**src/rtl/dc_block_sched.sv**
```systemverilog
// dc_block_sched: round-robin multichannel DC-blocking filter with per-channel fast-settle phase
module dc_block_sched #(
   parameter int WIDTH = 32,
   parameter int NUM_CH = 4,
   parameter int DC_BLOCK_SHIFT = 10,
   parameter int FAST_SHIFT = 4,
   parameter int SETTLE_SAMPLES = 1024,
   localparam int CW = $clog2(NUM_CH),
   localparam int NW = $clog2(SETTLE_SAMPLES + 1)
) (
   input  logic                    clk,
   input  logic                    rst,
   input  logic [NUM_CH-1:0]       in_valid,
   output logic [NUM_CH-1:0]       in_ready,
   input  logic [NUM_CH*WIDTH-1:0] in_data,
   input  logic [NUM_CH-1:0]       ch_clear,
   output logic                    out_valid,
   input  logic                    out_ready,
   output logic [WIDTH-1:0]        out_data,
   output logic [CW-1:0]           out_ch,
   output logic                    out_settled
);
   localparam logic [NW-1:0] SETTLE = NW'(SETTLE_SAMPLES);
   logic signed [WIDTH-1:0] s [NUM_CH];
   logic [NW-1:0] cnt [NUM_CH];
   logic signed [WIDTH-1:0] xs [NUM_CH];
   logic [CW-1:0] ptr, win;
   logic hit, stall, acc, fast;
   logic signed [WIDTH-1:0] s_k, y, s_n;
   logic [NW-1:0] c_k;
   always_comb begin
      for (int j = 0; j < NUM_CH; j++) xs[j] = in_data[j*WIDTH +: WIDTH];
   end
   // descending scan so the requester closest to the pointer is assigned last and wins
   always_comb begin
      win = '0;
      hit = 1'b0;
      for (int j = NUM_CH - 1; j >= 0; j--) begin
         if (in_valid[CW'((int'(ptr) + j) % NUM_CH)]) begin
            win = CW'((int'(ptr) + j) % NUM_CH);
            hit = 1'b1;
         end
      end
   end
   assign stall = out_valid & ~out_ready;
   assign in_ready = (rst | stall | ~hit) ? '0 : NUM_CH'(1) << win;
   assign acc = |in_ready;
   // a same-cycle clear is folded in before the filter update
   assign s_k = ch_clear[win] ? '0 : s[win];
   assign c_k = ch_clear[win] ? '0 : cnt[win];
   assign fast = c_k < SETTLE;
   assign y = xs[win] - s_k;
   assign s_n = s_k + (fast ? y >>> FAST_SHIFT : y >>> DC_BLOCK_SHIFT);
   always_ff @(posedge clk) begin
      if (rst) begin
         ptr <= '0;
         out_valid <= 1'b0;
         out_data <= '0;
         out_ch <= '0;
         out_settled <= 1'b0;
         for (int i = 0; i < NUM_CH; i++) begin
            s[i] <= '0;
            cnt[i] <= '0;
         end
      end else begin
         for (int i = 0; i < NUM_CH; i++) begin
            if (ch_clear[i]) begin
               s[i] <= '0;
               cnt[i] <= '0;
            end
         end
         if (acc) begin
            s[win] <= s_n;
            cnt[win] <= fast ? c_k + 1'b1 : c_k;
            ptr <= (win == CW'(NUM_CH - 1)) ? '0 : win + 1'b1;
            out_valid <= 1'b1;
            out_data <= y;
            out_ch <= win;
            out_settled <= ~fast;
         end else if (out_ready) begin
            out_valid <= 1'b0;
         end
      end
   end
endmodule

```
**config.mk**
```make
export PLATFORM = sky130hd
export DESIGN_NAME = dc_block_sched
export DESIGN_NICKNAME = d
export VERILOG_FILES = /design/src/rtl/dc_block_sched.sv
export SDC_FILE = /design/constraint.sdc
export NUM_CORES = 1
export LEC_CHECK = 0
export CAP_MARGIN = 20
export CORE_AREA = 2 2 172 174
export CTS_CLUSTER_DIAMETER = 40
export DETAILED_ROUTE_END_ITERATION = 8
export DIE_AREA = 0 0 174 176
export GPL_TIMING_DRIVEN = 0
export PLACE_DENSITY = 0.76
export SYNTH_ARGS = -nofsm -noshare
export SYNTH_HDL_FRONTEND = slang
export SYNTH_SLANG_ARGS = --single-unit
```
**constraint.sdc**
```tcl
create_clock -name clk -period 22.8 [get_ports clk]
set_clock_uncertainty 0.15 [all_clocks]
set_input_delay 4.56 -clock clk [delete_from_list [all_inputs] [get_ports clk]]
set_output_delay 4.56 -clock clk [all_outputs]
set_load 0.01 [all_outputs]
```
**After elaboration in Yosys (flattened, before gate mapping)**

Memories as Yosys holds them, arrays and structs flattened.
Cells that the tools add are included.

- $add $sub $neg: 7
- Multipliers: 0
- Div/mod/pow operators: 0
- $lt $le $gt $ge: 7
- Equality and inequality tests: 1
- Shift-type cells: 1
- Muxes and demuxes: 58
- Bitwise operators: 15
- Reduce and logical (&&, ||, !) cells: 2

Operators by type and width:

| operator | count |
|---|---|
| $mux 32 | 7 |
| $mux 11 | 6 |
| $bmux 32 s2 | 1 |
| $add 32x28->32 | 1 |
| $mux 1 | 32 |
| $sub 32x32->32 | 1 |
| $mux 27 | 1 |
| $lt 2x4->1 const B | 4 |
| $add 11x1->11 const B | 1 |
| $lt 11x11->1 const B | 1 |
| $bmux 1 s2 | 5 |
| $mux 2 | 5 |
| $or 1x1->1 | 10 |
| $add 2x1->2 const B | 2 |
| $add 2x2->2 const B | 2 |
| $mux 4 | 1 |
| $reduce_or 4->1 | 1 |
| $shl 1x2->4 const A | 1 |
| $ge 3x3->1 const B | 1 |
| $lt 2x3->1 const B | 1 |
| $not 1->1 | 3 |
| $not 2->3 | 1 |
| $eq 2x2->1 const B | 1 |
| $reduce_bool 2->1 | 1 |
| $and 1x1->1 | 1 |

- Register bits: 38
- Bits in latches: 0
- RAM bits: 172
- Memory bits (read-only): 0
- Bits of input ports: 139
- Output and inout bits: 40
- Logic and storage cells: 98
- Memories kept: 2

Memory list:

| name | words | bits a word | read ports | clocked after memory_dff | write ports | RTL line | RTL |
|---|---|---|---|---|---|---|---|
| s | 4 | 32 | 1 | 0 | 5 | 24 | `logic signed [WIDTH-1:0] s [NUM_CH];` |
| cnt | 4 | 11 | 1 | 0 | 5 | 25 | `logic [NW-1:0] cnt [NUM_CH];` |

**Longest topological paths before layout**

- Word-level depth: 15
- Depth in mapped cells: 35
- Depth with buffers taken out: 30

**Worst setup path before layout**

No wires, ideal clock.

- Kind: input port to output port
- Start point: input in_valid[2]
- End point: output in_ready[3]
- Arrival time: 6.624 ns
- Data required time: 18.090 ns
- Path slack: 11.466 ns
- Cell stages on the path: 11
- Path buffers: 4
- Cells stage by stage: nor2b_2 > nor4b_4 > nor2_4 > buf_6 > inv_1 > clkbuf_1 > buf_2 > buf_2 > ha_1 > nand2_1 > clkinv_1

- Elaborated cells between the ends (all ways): 24
- Those cells by class: 1 x shift; 21 x mux; 2 x bitwise

RTL lines:

| what | RTL line | RTL |
|---|---|---|
| start: declaration | 13 | `input logic [NUM_CH-1:0] in_valid,` |
| $bmux 1 s2 | 39 | `if (in_valid[CW'((int'(ptr) + j) % NUM_CH)]) begin` |
| $mux 1 (not written as such) (2 in a row) | 39 |  |
| $mux 2 (3 in a row) | 39 |  |
| $mux 2 (*) | 39 |  |
| named net win[0] | 27 | `logic [CW-1:0] ptr, win;` |
| $shl 1x2->4 (*) | 46 | `assign in_ready = (rst \| stall \| ~hit) ? '0 : NUM_CH'(1) << win;` |
| $mux 4 (*) | 46 |  |
| end: declaration | 14 | `output logic [NUM_CH-1:0] in_ready,` |

The timed path passes the listed nets; every way through them passes the cells marked *. The select of a mux whose other input is x is not followed.

**Worst setup path after layout**

- Start point: input in_valid[2]
- End point: output in_ready[2]

Same word-level chain as after synthesis.

==> run_results.csv <==
group,metric,value,unit
status,status,"complete, no violations",
clock_network,cts_buffer_depth,3,
sta,maxSlewHeadroom,0.394,
setup_path,worst_path_largest_cell_delay,630,ps
clock_network,cts_tree,"yes",
finish,syn_to_final_growth,23.8,%
setup_path,cpMaxStageDelayCell,"clkbuf_1",
setup_path,worstSetupPathType,"in -> out",
setup_path,crit_path_end_kind,"primary output",
setup_path,worstPathArrival,9160,ps
detailed_routing,vias,14088,
yosys,synth_edf_count,172,
global_route,grt_use_total,0.317,
global_route,grt_busiest_layer,"met2",
floorplanning,io_pins,179,
sta,timing.fmax,0.0721,GHz
global_route,grt_max_degree,44,
clock_network,worstSkewPairLatency,570,ps
clock_network,htreeDepth,1,
setup_path,path_buf_inv,7,
clock_network,cts_inserted_buffers,30,
finish,seq_area,5930,µm²
finish,layout_commonest_cell,"nand2_1",
floorplanning,start_util,0.500,
detailed_routing,drt-initial-drc-count,1961,
sta,rsz0062_at_grt,"false",
yosys,synth_area,14300,µm²
clock_network,ctsResizeCount,0,
finish,fill_cells,2488,
floorplanning,coreArea,28500,µm²
finish,final_cell_mix,"nand2_1, nor2_1, clkdlybuf4s50_1",
finish,layout-drive-gt1-share,0.0686,
yosys,yosysTopAreaCell,"edfxtp_1",
clock_network,root_buffer,"clkbuf_16",
yosys,ys_seq_area_frac,0.416,
yosys,synth_area_leaders,"edfxtp_1, nand2_1, ha_1",
global_route,grt_use_met1,0.423,
sta,hold_viol,0,
sta,fin_setup_tns,0,ps
sta,maxSlewViolCount,0,
floorplanning,fp.dieH,176,µm
floorplanning,num_rows,62,
yosys,netlist.area_leader.share,0.362,
yosys,ys_warn_count,0,
detailed_routing,drc,0,
yosys,synth.distinct_cells,83,
finish,layout.nets,2138,
min_path,worstHoldStart,"out_data[3]",
finish,multi_input_area,7710,µm²
setup_path,critPathMaxFanout,11,
floorplanning,dieArea,30600,µm²
setup_path,cp_top_family,"buffers and inverters",
detailed_routing,wirelength,50.1,mm
setup_path,reg2reg_from,"ptr[0]",
yosys,synthCells,1717,
setup_path,critPathLaunchType,"input pin",
detailed_routing,routedWlPerCell,21.4,µm
yosys,ys_seq_elements,210,
finish,antenna_cells,0,
global_route,overflow,0,
global_route,grt_use_met2,0.512,
sta,period_minus_slack,13870,ps
clock_network,post_cts_buffers,0,
global_route,antenna_found_initial,1,
placed_design,hpwlAfterDp,36.9,mm
global_route,grt_pass1_wl,75.3,mm
global_route,grt_pass1_vias,13344,
min_path,hold_path_class,"reg -> reg",
setup_path,crit_chain,"clkdlybuf4s50_1 > nor2b_2 > a211o_1 > nand2_4 > inv_2 > buf_2 > clkbuf_1 > clkbuf_1 > ha_1 > nand2_1 > inv_1 > clkdlybuf4s50_1",
yosys,synth-main-ff-cell,"edfxtp_1",
sta,fin_crit_sh,0.608,
yosys,syn-num-nets,1925,
yosys,synth_area_per_cell,8.31,µm²
sta,setup_violations,0,
clock_network,cts.sinks,210,
clock_network,clkTransAtPathRegs,60,ps
setup_path,critical_path_required,18090,ps
floorplanning,die_x,174,µm
setup_path,crit_start,"in_valid[2]",
global_route,grt_use_met3,0.0558,
yosys,async_flop_share,0,
detailed_routing,vias_per_cell,6.03,
detailed_routing,ant_nets,0,
flow_run,maxCapViolCount,0,
placed_design,gp_congestion,0.945,
sta,worst_pin_slew,909,ps
detailed_routing,drtPass1Iterations,7,
placed_design,port-buffer-count,178,
clock_network,ctsHoldBuffers,0,
[final cells by class]
type,instances,share of cell area
Tap cell,384,0.0272
Buffer,96,0.0231
Clock buffer,37,0.0488
Clock inverter,19,0.0105
Timing Repair Buffer,181,0.105
Inverter,63,0.0134
Multi-Input combinational cell,1348,0.437
Sequential cell,210,0.336
[registers in the layout, indices dropped and copies added (netlist names)]
register,cells
ptr,2
out_data,32
out_settled,1
out_valid,1
s,128
out_ch,2
cnt,44
[final timing paths]
| path | endpoint | depth (start not counted) | slack [ps] |
|---|---|---|---|
| worst max-delay path | in_ready[2] | 12 | 8930 |
| worst min-delay path | out_data[3] | 2 | 300 |
| worst max register to register | s[1][30] | 30 | 13110 |
| worst min register to register | out_data[3] | 2 | 300 |
[cells by family after synthesis]
group,after synthesis,share of synthesized area
compound gates,326,0.145
fa+ha+maj,69,0.0616
xor+xnor,58,0.0372
buf+inv,159,0.0452
simple gates,862,0.271
mux,33,0.0246
flops,210,0.416
[synth_stat cells (5+ instances only)]
cell and count:
o211ai_1 12, buf_1 14, inv_1 60, o21bai_1 8, nor2_1 209, nand4_1 14, and3_1 71, mux2i_1 17
a21oi_1 89, a221oi_1 6, nand2_1 417, o21ai_0 67, nor4_1 9, a211oi_1 10, xnor2_1 33, clkbuf_1 58
mux2_2 16, o311ai_0 6, a21o_1 14, xor2_1 22, a31oi_1 65, nor3_1 22, buf_2 20, nor2b_1 8
edfxtp_1 172, nand2b_1 17, dfxtp_1 38, o31ai_1 5, nand3b_1 6, o21a_1 14, and2_1 12, ha_1 67
nand3_1 46
[metrics by stage]
| stage | area [µm²] | cells | hold WS, ps | utilization | setup WS, ps |
|---|---|---|---|---|---|
| floorplan | 14300 | 1717 | 326 | - | 11470 |
| global placement | 16500 | 2279 | 288 | 0.579 | 8910 |
| detailed placement | 16600 | 2282 | 293 | 0.582 | 8830 |
| CTS | 17700 | 2338 | 301 | 0.619 | 9060 |
| global route | 17700 | 2338 | 309 | 0.619 | 8670 |
| finish | 17700 | 2338 | 299 | 0.619 | 8930 |
[tightest hold or removal path, stage by stage (launching register included)]
cell and delay, ps:
dfxtp_1 310, nand2_1 50, a21oi_1 50
[metal layers]
metal | wire (µm) | vias to the layer above
met4 | 2040 | 0
met1 | 20000 | 6609
met5 | 0 | -
met3 | 5650 | 139
li1 | - | 6471
met2 | 22400 | 869
Power is left out: the tool's default activity adds up to more than one toggle a clock period on the data nets, which glitch-free logic cannot reach.
